File: config.mk
export PLATFORM = sky130hd
export DESIGN_NAME = fractal_sync_arbiter
export DESIGN_NICKNAME = d
export VERILOG_FILES = /design/src/rtl/fractal_sync_arbiter.sv
export SDC_FILE = /design/constraint.sdc
export NUM_CORES = 1
export LEC_CHECK = 0
export CAP_MARGIN = 0
export CORE_MARGIN = 4
export CORE_UTILIZATION = 50
export DETAILED_ROUTE_END_ITERATION = 6
export GPL_TIMING_DRIVEN = 0
export PLACE_DENSITY = 0.82
export SYNTH_ARGS = -nofsm -noshare
export SYNTH_HDL_FRONTEND = slang
export SYNTH_SLANG_ARGS = --single-unit
File: constraint.sdc
create_clock -name clk_i -period 4.92 [get_ports clk_i]
set_input_delay 1.476 -clock clk_i [delete_from_list [all_inputs] [get_ports clk_i]]
set_output_delay 1.476 -clock clk_i [all_outputs]
set_load 0.02 [all_outputs]
File: src/rtl/fractal_sync_arbiter.sv
// Round-robin arbiter sharing one fractal sync node port among N_REQ local
// requesters. Requests are latched, issued downstream one at a time, and the
// node's wake is routed back only to the requester that was granted.

package fractal_sync_pkg;

    localparam int unsigned FSYNC_LVL_W = 2;
    localparam int unsigned FSYNC_ID_W  = 8;

    typedef struct packed {
        logic [FSYNC_LVL_W-1:0] lvl;
        logic [FSYNC_ID_W-1:0]  id;
    } fsync_sig_t;

    typedef struct packed {
        logic       sync;
        fsync_sig_t sig;
    } fsync_req_t;

    typedef struct packed {
        logic       wake;
        fsync_sig_t sig;
        logic       error;
    } fsync_rsp_t;

    typedef enum logic [1:0] {
        IDLE  = 2'd0,
        ISSUE = 2'd1,
        WAIT  = 2'd2
    } arb_state_e;

endpackage

// Handshake: there is no valid/ready back-pressure on any port. A request is a
// single-cycle req_i[i].sync pulse that is either latched (requester neither
// pending nor in flight) or answered next cycle with wake=1/error=1. Downstream,
// req_o.sync is a single-cycle pulse and the node answers with a single-cycle
// rsp_i.wake at any later cycle (or in the same cycle); each accepted request
// gets exactly one rsp_o[i].wake pulse unless a reset intervenes.
module fractal_sync_arbiter #(
    parameter type         fsync_req_t = fractal_sync_pkg::fsync_req_t,
    parameter type         fsync_rsp_t = fractal_sync_pkg::fsync_rsp_t,
    parameter int unsigned N_REQ       = 4,
    parameter int unsigned TIMEOUT     = 0
) (
    input  logic                         clk_i,
    input  logic                         rst_i,
    input  fsync_req_t                   req_i [N_REQ],
    output fsync_rsp_t                   rsp_o [N_REQ],
    output fsync_req_t                   req_o,
    input  fsync_rsp_t                   rsp_i,
    output logic                         busy_o,
    output fractal_sync_pkg::arb_state_e state_o
);

    localparam int unsigned IDX_W = (N_REQ > 1) ? $clog2(N_REQ) : 1;
    localparam int unsigned CNT_W = (TIMEOUT > 0) ? $clog2(TIMEOUT + 1) : 1;

    fractal_sync_pkg::arb_state_e state_q;
    logic [N_REQ-1:0]             pend_q;
    fsync_req_t                   pend_req_q [N_REQ];
    logic [IDX_W-1:0]             ptr_q;
    logic [IDX_W-1:0]             gnt_q;
    logic [CNT_W-1:0]             cnt_q;
    fsync_req_t                   req_q;
    fsync_rsp_t                   rsp_q [N_REQ];

    logic                         in_flight;
    logic                         found;
    logic [IDX_W-1:0]             pick;
    int                           idx;

    assign in_flight = (state_q != fractal_sync_pkg::IDLE);

    // Round-robin pick: first pending requester at or after ptr_q, wrapping.
    always_comb begin
        found = 1'b0;
        pick  = '0;
        idx   = 0;
        for (int k = 0; k < int'(N_REQ); k++) begin
            idx = (int'(ptr_q) + k) % int'(N_REQ);
            if (!found && pend_q[IDX_W'(idx)]) begin
                found = 1'b1;
                pick  = IDX_W'(idx);
            end
        end
    end

    // Request latching, duplicate detection, arbitration FSM and registered outputs.
    always_ff @(posedge clk_i) begin
        if (rst_i) begin
            state_q <= fractal_sync_pkg::IDLE;
            pend_q  <= '0;
            ptr_q   <= '0;
            gnt_q   <= '0;
            cnt_q   <= '0;
            req_q   <= '0;
            for (int i = 0; i < int'(N_REQ); i++) begin
                rsp_q[i]      <= '0;
                pend_req_q[i] <= '0;
            end
        end else begin
            req_q <= '0;

            // A pulse from a requester already pending or in flight is refused
            // with an error wake; otherwise it becomes pending.
            for (int i = 0; i < int'(N_REQ); i++) begin
                rsp_q[i] <= '0;
                if (req_i[i].sync) begin
                    if (pend_q[i] || (in_flight && (gnt_q == IDX_W'(i)))) begin
                        rsp_q[i].wake  <= 1'b1;
                        rsp_q[i].error <= 1'b1;
                    end else begin
                        pend_q[i]     <= 1'b1;
                        pend_req_q[i] <= req_i[i];
                    end
                end
            end

            case (state_q)
                fractal_sync_pkg::IDLE: begin
                    if (found) begin
                        gnt_q       <= pick;
                        pend_q[pick] <= 1'b0;
                        ptr_q       <= (pick == IDX_W'(N_REQ - 1)) ? '0 : pick + 1'b1;
                        cnt_q       <= '0;
                        req_q.sync  <= 1'b1;
                        req_q.sig   <= pend_req_q[pick].sig;
                        state_q     <= fractal_sync_pkg::ISSUE;
                    end
                end

                fractal_sync_pkg::ISSUE,
                fractal_sync_pkg::WAIT: begin
                    // Completion is written after the duplicate loop so it wins
                    // when both target the granted requester in one cycle.
                    if (rsp_i.wake) begin
                        rsp_q[gnt_q].wake  <= 1'b1;
                        rsp_q[gnt_q].sig   <= rsp_i.sig;
                        rsp_q[gnt_q].error <= rsp_i.error;
                        state_q            <= fractal_sync_pkg::IDLE;
                    end else if ((TIMEOUT != 0) && (cnt_q == CNT_W'(TIMEOUT))) begin
                        // Node state is left as is; the error tells software.
                        rsp_q[gnt_q].wake  <= 1'b1;
                        rsp_q[gnt_q].error <= 1'b1;
                        rsp_q[gnt_q].sig   <= '0;
                        state_q            <= fractal_sync_pkg::IDLE;
                    end else begin
                        cnt_q   <= cnt_q + 1'b1;
                        state_q <= fractal_sync_pkg::WAIT;
                    end
                end

                default: begin
                    state_q <= fractal_sync_pkg::IDLE;
                end
            endcase
        end
    end

    assign rsp_o   = rsp_q;
    assign req_o   = req_q;
    assign busy_o  = in_flight;
    assign state_o = state_q;

endmodule

### Word level (Yosys, flattened, before mapping)

Memories as Yosys holds them, arrays and structs flattened.
Index checks and enable logic that the tools add are counted.

* flip-flop bits (word level): 69
* bits in writable memories: 44
* bits of input ports: 58
* output and inout bits: 62
* memories kept: 1

Memory list
* pend_req_q: depth 4, bits a word 11, read ports 1, clocked after Yosys merged registers in 0, write ports 4, line 61 `fsync_req_t pend_req_q [N_REQ];`

* add/subtract/negate cells: 4
* magnitude comparators: 8
* equal/unequal tests: 7
* muxes and demuxes: 86
* bitwise operators: 11
* reduce and logical (&&, ||, !) cells: 24

Operator list (count)
* bitwise mux 48 bit: 3
* two-way mux 48 bit: 2
* demux 12 bit (select 2 bit): 3
* two-way mux 11 bit: 6
* two-way mux 1 bit: 56
* < comparator 2 x 4 -> 1 bit (second input constant): 4
* two-way mux 2 bit: 7
* two-way mux 12 bit: 1
* logical AND 1 bit: 9
* binary-select mux 1 bit (select 2 bit): 4
* == test 2 bit (second input constant): 4
* two-way mux 4 bit: 2
* OR reduction 3 bit: 2
* adder 2 x 1 -> 2 bit (second input constant): 2
* adder 2 bit (second input constant): 2
* bitwise AND 4 bit: 1
* == test 2 x 1 -> 1 bit (second input constant): 2
* zero test 2 bit: 2
* logical OR 1 bit: 4
* NOT 1 bit: 4
* NOT 4 bit: 1
* bitwise OR 1 bit: 4
* one-hot mux 2 bit (2 select lines): 1
* OR reduction 2 bit: 2
* 10 further kinds: 12

### Logic depth before layout (Yosys ltp)

Gate-level depths: netlist of run 1.

* depth after elaboration: 21
* depth in mapped cells: 8
* gate-level depth less buffers: 7

### Least setup slack after synthesis of run 1

OpenSTA, ideal clock, no wires.

* path type: in2reg
* start point: input rst_i
* end point: memory pend_req_q[3][0] in the netlist's numbering, enable pin
* setup time: 0.379 ns
* arrival time: 2.368 ns
* required time: 4.541 ns
* setup slack: 2.173 ns
* stages on the path: 3
* path buffers: 2
* path through: clkbuf_1 -> buf_1 -> o21bai_1

RTL lines
* from (decl): line 47 `input logic rst_i,`
* to (decl): line 61

==> results of run 1 <==
[worst max path at each step]
stage,start,end,cells after the start
final,rst_i,pend_req_q[3][9]$_SDFFCE_PN0P_,4
after global routing,rst_i,pend_req_q[3][9]$_SDFFCE_PN0P_,4
after CTS,rst_i,pend_req_q[3][9]$_SDFFCE_PN0P_,4
after detailed placement,rst_i,pend_req_q[3][4]$_SDFFCE_PN0P_,4
after global placement,rst_i,pend_req_q[0][1]$_SDFFCE_PN0P_,4
after floorplan,rst_i,pend_req_q[3][0]$_SDFFCE_PN0P_,3
[cell usage in the layout, fill, tap and decap left out, types with 2 or more instances in the layout]
master,Yosys,layout
a221oi_1,2,2
nand2b_1,14,14
inv_1,8,8
nor2_1,52,52
and2_1,40,40
inv_2,2,2
inv_6,0,2
o21bai_1,4,4
nand2_1,12,12
clkbuf_1,6,6
nor3_1,7,7
edfxtp_1,40,40
a21bo_2,2,2
a31oi_1,2,2
a21oi_1,9,9
buf_2,2,2
clkdlybuf4s50_1,0,119
o22ai_1,11,11
clkbuf_8,0,9
o21a_1,4,4
ha_1,3,3
dfxtp_1,69,69
mux2i_1,22,22
[power by group]
group | internal (W) | switching, W
Combinational | 0.000323 | 0.000379
Clock | 0.000228 | 0.000315
Sequential | 0.00107 | 0.0000565
Total | 0.00162 | 0.000751
[worst register-to-register path, cell delays in order, from the launching register on]
cell and delay (ns):
dfxtp_1 0.36, inv_1 0.08, ha_1 0.29, nor3_1 0.10
nand2b_1 0.19, nor3_1 0.77, and2_1 0.24
[through the flow]
stage / cells / power (W)
after floorplan: 329 / 0.00158
after global placement: 550 / 0.00182
after detailed placement: 550 / 0.00185
after CTS: 566 / 0.00238
after global routing: 566 / 0.00249
final: 566 / 0.00237
[sequential cells by signal, indices dropped and copies added (netlist names)]
register    count
ptr_q           2
state_o         2
rsp_o          48
pend_q          4
req_o          11
pend_req_q     40
gnt_q           2
[cell families after synthesis]
logic type	synth area share
simple gates	0.173
flops	0.658
compound gates	0.0705
buf+inv	0.0325
mux	0.0561
fa+ha+maj	0.00957
[per-layer routing]
| metal | vias up | share of wire | global-route usage |
|---|---|---|---|
| met1 | 1337 | 0.38 | 0.239 |
| met5 | - | 0 | 0 |
| met4 | 0 | 0.017 | 0.0724 |
| met3 | 15 | 0.068 | 0.0604 |
| li1 | 1378 | - | - |
| met2 | 96 | 0.53 | 0.368 |
[area by class of cell]
cell class / count / share of cell area
buffer: 13 / 0.0165
tap: 102 / 0.0234
clock inverter: 6 / 0.0110
clock buffer: 10 / 0.0273
timing repair buffer: 119 / 0.219
sequential: 109 / 0.474
inverter: 10 / 0.00689
multi-input combinational: 197 / 0.222
==> results.md, run 1 <==
* Final Setup Violations at 0
* Clock Skew at about 0.015 ns
* Mapped Cells at approximately 330
* Number of routed nets with antenna violations at 0
* Filler cells at 565
* Die H at 96.6 um
* Reg-to-reg endpoint: pend_req_q[0][8]$_SDFFCE_PN0P_
* DR WL/cell at around 17 um
* Worst reg2reg startpoint: state_o[1]$_SDFFE_PP0P_
* Worst IR Drop VDD at 0.259 mV
* Multi-input logic area at ~1200 sq um
* Seq/Total Area, Yosys at 0.658
* Largest area contributor in the netlist: dfxtp_1
* WHS Path Cells at 2
* Worst min-delay path class: flip-flop to flip-flop
* Max incr delay on CP at slightly above 0.6 ns
* CP Max Fanout at 10
* Register area at 2580 sq um
* Share of layout cells above drive strength 1 at 0.0647
* GRT overflow at 0
* Pre-antenna DRT Iters at 4
* # diodes at 0
* CTS tree: done
* Final Cycle Share at 0.702
* #FFs+latches synth at approximately 110
* Vias at around 2800
* Worst Tran Pin Value at slightly below 1 ns
* Reg-to-reg slack, setup at 2.76 ns
* Final Cell Area at ~5500 sq um
* Core ar. at slightly below 8000 sq um
* RSZ-0062 raised after global routing: false
* Worst Path Buf+Inv at 3
* Status: completed
* Worst path slowest cell: clkdlybuf4s50_1
* Critical Path RT at about 5 ns
* Most numerous cell in the Yosys netlist: dfxtp_1
* Max Fclk at approximately 290 MHz
* Total GRT Usage at 0.208
* Synth async-reset ratio at 0
* Max_slew headroom at 0.333
* Site Rows at 32
* Post-CTS Repair Setup Buffers at 0
* Clock root cell: clkbuf_8
* PortBufs at between 100 and 150
* Vias in the first global route at ~2800
* Setup TNS at 0 ns
* Ys flop type: dfxtp_1
* Post-route DRC at 0
* Layout area overhead at 38.9%
* Critical path endpoint category: flip-flop
* EDFF count, synth at 40
* Top post-synthesis cells by count: dfxtp_1 (69), nor2_1 (52), and2_1 (40), edfxtp_1 (40), mux2i_1 (22)
* DIE WIDTH at approximately 97 um
* Die area at 9330 sq um
* I/O Pins at 120
* Worst setup SP type: input pin
* Hold EP: state_o[0]$_SDFFE_PP0P_
* Final Util at 0.709
* Initial drt markers at 81
* Dpl ws at around 1.1 ns
* Crit path DAT at 3.44 ns
* Reg2Reg Depth at 6
* Yosys warns at 0
* HPWL after detailed placement at approximately 7200 um
* PnR worst setup slack at around 1.5 ns
* Min Hold Slack at 0.536 ns
* Placed cell area at between 5000 and 6000 sq um
* Routability cong. at 0.836
* Clock transition at path regs at roughly 0.10 ns
* Initial antenna violation count at 0
* Total CTS buffers at 9
* Pwr/cell area at between 400 and 500 nW/um^2
* Starting Density at 0.510
* First-pass GRT wire length at ~14000 um
* Leakage at between 2 and 2.5 nW
* Worst skew pair latency at roughly 0.36 ns
* Htree depth at 3
* Largest net degree at the start of global routing at 21
* # hold bufs at CTS at 0
* Hold Vio Cnt, Final at 0
* Post-Syn Area per Cell at around 12 sq um
* CTS max path bufs at 2
* Post-DR vias/cell at between 4 and 5
* Synth Cell Area at between 3000 and 4000 sq um
* Delay-heaviest family, CP: buffers and inverters
* Number of clock sinks at 109
* Hold Startpoint: state_o[0]$_SDFFE_PP0P_
* Final min period at about 3.5 ns
* Syn nets at just under 400
* CP cell instances: clkdlybuf4s50_1 -> clkbuf_1 -> buf_1 -> o21bai_1
* Post-CTS sizing at 0
* Post-Route WL at ~9500 um
* Max-slew violation count at 0
* Netlist cell types at 38
* WS Path Type: input pin to flip-flop
* Fin nets at between 500 and 600
* Synth top area share at 0.352
* Max Cap Violations at 0
* Synth area leaders: dfxtp_1 (35%), edfxtp_1 (31%), and2_1 (6.4%), mux2i_1 (5.6%), nor2_1 (5.0%)
(Power assumes the default switching activity.)
==> run 2, diff against run 1 <==
Settings changed: CORE_UTILIZATION 50 to 42, PLACE_DENSITY 0.82 to 0.73.
Clock period 4.92 ns to 3.1 ns, I/O delays scaled along.
==> results.md, run 2 (synthesized netlist as in run 1, its figures left out) <==
* Starting Density at 0.429
* Clock transition at path regs at approximately 0.11 ns
* CTS tree: done
* Leakage at between 2 and 2.5 nW
* PortBufs at between 100 and 150
* Layout area overhead at 39.1%
* # hold bufs at CTS at 0
* GRT overflow at 0
* Clock Skew at ~0.015 ns
* Die H at 105 um
* Die area at between 10000 and 15000 sq um
* Met3 wire len at 822 um
* Post-Route WL at ~9500 um
* Crit path DAT at roughly 2.9 ns
* Worst skew pair latency at 0.37 ns
* HPWL after detailed placement at 7020 um
* Final min period at around 2.9 ns
* Reg-to-reg slack, setup at about 0.89 ns
* Hold Vio Cnt, Final at 0
* Final Cell Area at between 5000 and 6000 sq um
* Filler cells at about 760
* Post-route DRC at 0
* Worst min-delay path class: flip-flop to flip-flop
* Post-CTS Repair Setup Buffers at 0
* CP endpoint: pend_req_q[1][9]$_SDFFCE_PN0P_
* Worst setup SP type: input pin
* Total CTS buffers at 9
* Multi-input logic area at about 1200 sq um
* Most frequent cells in the layout: clkdlybuf4s50_1 (119), dfxtp_1 (69), nor2_1 (52)
* Clock root cell: clkbuf_8
* CP Max Fanout at 10
* Final Util at 0.596
* RSZ-0062 raised after global routing: false
* Finished Layout Cells at approximately 580
* Pre-antenna DRT Iters at 4
* Worst IR Drop VDD at approximately 0.38 mV
* Max-slew violation count at 0
* Reg-to-reg endpoint: pend_req_q[0][9]$_SDFFCE_PN0P_
* Max FFs per register at 48
* CTS max path bufs at 2
* Cell count after placement at about 560
* Worst reg2reg startpoint: state_o[1]$_SDFFE_PP0P_
* Most common cell after layout, fill and taps aside: clkdlybuf4s50_1
* Share of layout cells above drive strength 1 at 0.0647
* Number of clock sinks at approximately 110
* Highest routed layer: met4
* Register area at 2580 sq um
* First-pass GRT wire length at 15200 um
* DIE WIDTH at approximately 100 um
* I/O Pins at 120
* Post-DR vias/cell at 4.89
* Htree depth at 3
* Vias in the first global route at about 2900
* Initial drt markers at ~110
* Core ar. at roughly 9200 sq um
* Routability cong. at about 0.85
* WHS Path Cells at 2
* Fin nets at 520
* Site Rows at 35
* # diodes at 0
* Max_slew headroom at 0.312
* WS Path Type: input pin to flip-flop
* DR WL/cell at 16.5 um
* Final Setup Violations at 0
* Initial antenna violation count at 0
* Critical Path RT at 3.09 ns
* Status: completed
* Critical path endpoint category: flip-flop
* Worst setup path startpoint: rst_i
* Pwr/cell area at 690 nW/um^2
* Vias at ~2800
* Placed cell area at 5250 sq um
* Number of routed nets with antenna violations at 0
* Wire length on met2 at ~4600 um
* Max Fclk at roughly 350 MHz
* Worst Tran Pin Value at approximately 1.0 ns
* Post-CTS sizing at 0
* Final Cycle Share at 0.935
* Largest net degree at the start of global routing at 23
* Total GRT Usage at 0.179
* Max Cap Violations at 0
* WL met1 at between 4000 and 5000 um
* Reg2Reg Depth at 5
-- run 2: cell count changes in the layout (fill, tap and decap cells not counted), sizes merged --
cell    previous run  this run
clkbuf            16        15
inv               14        15
-- run 2: per-layer routing --
metal / vias up / track usage
met5: - / 0
met3: 4 / 0.0723
li1: 1381 / -
met4: 0 / 0.0506
met2: 85 / 0.291
met1: 1344 / 0.221
-- run 2: final cells by class --
cell class,instances,area share
multi-input cells,197,0.222
inverters,10,0.00688
well taps,111,0.0254
clock inverters,7,0.0149
repair buffers,119,0.218
plain buffers,13,0.0165
flip-flops and latches,109,0.473
clock buffers,9,0.0227
-- run 2: how the worst min path moves through the flow --
stage	from	endpoint	slack, ns
after floorplan	pend_req_q[3][8]$_SDFFCE_PN0P_	req_o[8]$_SDFF_PP0_	0.48
after global routing	pend_req_q[3][0]$_SDFFCE_PN0P_	req_o[0]$_SDFF_PP0_	0.54
after CTS	state_o[0]$_SDFFE_PP0P_	state_o[0]$_SDFFE_PP0P_	0.52
final	state_o[0]$_SDFFE_PP0P_	state_o[0]$_SDFFE_PP0P_	0.51
after detailed placement	state_o[0]$_SDFFE_PP0P_	state_o[0]$_SDFFE_PP0P_	0.50
after global placement	state_o[0]$_SDFFE_PP0P_	state_o[0]$_SDFFE_PP0P_	0.49
-- run 2: critical path: stages --
cell,delay [ns]
clkdlybuf4s50_1,0.58
clkbuf_1,0.38
buf_1,0.45
o21bai_1,0.53
-- run 2: metrics by stage --
stage               setup WS (ns)  hold slack (ns)  TNS [ns]  power (W)
finish                      0.203            0.514         0    0.00377
global route               0.0616            0.539         0    0.00396
CTS                         0.190            0.518         0    0.00380
detailed placement         -0.198            0.499     -7.27    0.00294
global placement           -0.162            0.492     -6.39    0.00291
floorplan                   0.899            0.479         0    0.00251
-- run 2: where the power goes --
part,switching (W),leakage [nW],internal [W]
sequential,0.0000895,0.992,0.00169
combinational,0.000606,1.03,0.000513
clock,0.000537,0.104,0.000329
==> variant 1: new RTL, config.mk and constraints of run 2 <==
The parameter `N_REQ` goes from 4 to 2.
--- a/src/rtl/fractal_sync_arbiter.sv
+++ b/src/rtl/fractal_sync_arbiter.sv
@@ -42,3 +42,3 @@
     parameter type         fsync_rsp_t = fractal_sync_pkg::fsync_rsp_t,
-    parameter int unsigned N_REQ       = 4,
+    parameter int unsigned N_REQ       = 2,
     parameter int unsigned TIMEOUT     = 0
Interface: changed (resized req_i and rsp_o); port bits go from 120 to 74. No check against the original RTL was run, so the function may have changed too.
==> variant 1 against run 2 <==
Core utilization rose by 4.2 points. Fmax rose by 7.9%. First-iteration DRC count fell by 41%. Critical path depth rose by 1. Worst setup slack improved by 0.21 ns. Power fell by 48%. Worst hold slack got worse by 0.025 ns. Critical endpoint is now busy_o. Design area fell by 40%. Sequential cell count fell by 48. Area after synthesis fell by 44%. Sequential power fell by 49%. Count of clock-buffer cells in the layout rose by 5. Routed wire length fell by 52%. Critical path type is now register to output port.
==> variant 1: results <==
synthesis:
  synthXorXnorAreaFrac_pct: 0.398
  synth_nets: 219
  yosys-top-cells-count: "and2_1, dfxtp_1, nand2_1"
  synth_area_leaders: "dfxtp_1, edfxtp_1, and2_1"
  synth_compound_area_share_pct: 10.3
  ys_seq_area_share_pct: 64.5
  syn_inst: 182
  synth_mux_area_share_pct: 0
  synth_cell_type_count: 32
hold_path:
  hold_path.startpoint: "state_o[1]"
  min_to: "state_o[1]"
status:
  outcome: "completed"
finish:
  multi_input_cells: 105
  multi_input_area_share_pct: 20.9
  signal_buffers: 82
  clkbuf_count: 14
  largest_reg_flops: 24
  nonClkBufAreaFrac_pct: 24.6
  nets: 303
  utilization_pct: 63.8
  fill_cells: 425
  num-nonclk-inverters: 7
  seqCellArea_um2: 1420
  clockNetworkAreaShare_pct: 7.33
  layout-drive-gt1-share_pct: 15.9
placement:
  io_buffers: 73
  place_hpwl_um: 3210
  placed_cells: 325
  routabilityCongestion: 0.727
  dpl_cell_area_um2: 3020
  dp_worst_setup_slack_ns: 0.649
global_routing:
  met3_usage_pct: 3.70
  grt_pass1_vias: 1459
  grt_pass1_wl_um: 6870
  grt_max_degree: 11
  grt_use_met1_pct: 16.0
  use_met2_pct: 25.2
detailed_routing:
  wire_per_inst_um: 13.3
  num_vias: 1536
  viasPerCell: 4.50
  wl_met1_um: 1760
  wl_met2_um: 2460
  drt_iter0_markers: 66
worst_setup_path:
  crit_arrival_ns: 1.76
  reg2reg_setup_slack_ns: 1.49
  r2r_start: "state_o[0]"
  r2r-end: "pend_req_q[1][7]"
  critPathMaxStageDelay_ns: 0.60
  reg2reg_depth: 7
cts:
  clock_sinks: 61
  clk_latency_ns: 0.33
power:
  ir_drop_mv: 0.276
  p_leak_nw: 1.25
  power_density_nw_per_um2: 599
sta:
  slew_headroom_pct: 70.4
  clock_skew_ns: 0.00518
  holdWs_ns: 0.490
variant 1: changes by cell type after synthesis, moves of 7 or more:
cell      change
nor2_1       -48
dfxtp_1      -28
mux2i_1      -22
edfxtp_1     -20
nand2_1      +11
nand2b_1     -11
o22ai_1      -11
a21oi_2       +9
nor3_1        -7
variant 1: power breakdown:
part	internal (mW)	total, mW	switching [mW]	leakage, nW
clock network	0.507	0.801	0.294	0.124
logic	0.127	0.246	0.119	0.580
registers	0.886	0.905	0.0192	0.547
total	1.52	1.95	0.433	1.25
variant 1: worst max path at each step:
stage / cells past startpoint / startpoint / slack, ns / to
3_3_place_gp: 3 / rst_i / 0.65 / pend_req_q[0][4]
6_report: 5 / state_o[0] / 0.41 / busy_o
2_1_floorplan: 4 / state_o[0] / 1.20 / busy_o
5_1_grt: 5 / state_o[1] / 0.32 / busy_o
4_1_cts: 5 / state_o[0] / 0.39 / busy_o
3_5_place_dp: 3 / rst_i / 0.65 / pend_req_q[0][1]
==> variant 2: new RTL, settings of run 2 <==
Without the edit above. Make the reset (`rst_i`) asynchronous in one clocked block.
--- a/src/rtl/fractal_sync_arbiter.sv
+++ b/src/rtl/fractal_sync_arbiter.sv
@@ -89,3 +89,3 @@
     // Request latching, duplicate detection, arbitration FSM and registered outputs.
-    always_ff @(posedge clk_i) begin
+    always_ff @(posedge clk_i or posedge rst_i) begin
         if (rst_i) begin
Function: changed (a bounded check fails within 4 cycles, from zero or initial values and one cycle with rst_i high).
==> variant 2 against run 2 <==
First-iteration DRC count is 23% lower. Area after synthesis increased by 10%. Routed wire length decreased by 0.31%. Design area grew 8.4%. Worst hold slack lost 0.021 ns. Worst setup slack improved by 0.10 ns. Count of clock-buffer cells in the layout unchanged. Synthesized cell count fell by 1.5%. Final cell count grew 3.1%. Sequential cell count is the same. Critical path type is now register to output port. Largest cell class unchanged.
Power is not compared: it rests on default switching activity, and its combinational part moved more than twofold at a synthesized area within 25%.
==> variant 2: results <==
synthesis:
  synth_nets: 385
  yosys-top-cells-count: "dfrtp_1, and2_1, mux2_2"
  synth-async-reset-ratio_pct: 100
  synth_top_area_share_pct: 63.2
  post_synth_fa_ha_maj_area_fraction_pct: 0.869
  synth_compound_area_share_pct: 6.20
  synth_area_leaders: "dfrtp_1, mux2_2, and2_1"
  synth_mux_area_share_pct: 15.3
  syn_inst: 324
  synth_cell_type_count: 44
hold_path:
  min_to: "pend_req_q[31]"
  hold_path.startpoint: "pend_req_q[31]"
  holdPathStages: 1
detailed_routing:
  wire_per_inst_um: 16.0
  viasPerCell: 4.91
  drt_iter0_markers: 86
  drt_wl_total_um: 9460
worst_setup_path:
  crit_end: "busy_o"
  r2r_start: "state_o[0]"
  reg2reg_depth: 7
  critPathLaunch: "state_o[0]"
  r2r-end: "pend_req_q[25]"
  reg2reg_setup_slack_ns: 1.04
  crit_fanout: 6
placement:
  routabilityCongestion: 0.786
  place_hpwl_um: 7150
  placed_cells: 578
  dp_worst_setup_slack_ns: 0.644
  dpl_cell_area_um2: 5720
sta:
  holdWs_ns: 0.493
  min_period_over_period_pct: 90.1
  clock_skew_ns: 0.0107
  worst_pin_slew_ns: 0.592
status:
  outcome: "completed"
finish:
  nets: 517
  layout-drive-gt1-share_pct: 14.6
global_routing:
  grt_pass1_wl_um: 14900
  grt_use_met1_pct: 21.1
  track_usage_pct: 16.3
  use_met2_pct: 26.9
  met3_usage_pct: 5.40
  grt_max_degree: 43
## variant 2: cell type report
cell class | count | area (um2)
clock buffer | 9 | 124
clock inverter | 6 | 73.8
inverter | 12 | 48.8
sequential | 109 | 2730
timing repair buffer | 121 | 1230
buffer | 17 | 113
tap | 133 | 166
multi-input combinational | 186 | 1430
fill | 802 | 3990
## variant 2: power groups by stage
stage / clock (mW) / combinational [mW] / sequential, mW
finish: 0.848 / 2.35 / 2.13
global route: 0.948 / 2.56 / 2.18
CTS: 0.875 / 2.38 / 2.13
detailed placement: 0 / 2.38 / 2.16
global placement: 0 / 2.32 / 2.14
floorplan: 0 / 1.41 / 2.31
## variant 2: worst max-delay path, cell delays in order (launching register included)
cell             delay [ns]
dfrtp_1                0.36
inv_1                  0.06
ha_1                   0.27
inv_1                  0.18
clkdlybuf4s50_1        0.63
## variant 2: routing by layer
layer / vias up / wire length [um]
met4: 0 / 70
met1: 1420 / 4010
met3: 10 / 891
li1: 1367 / -
met5: - / 0
met2: 115 / 4490
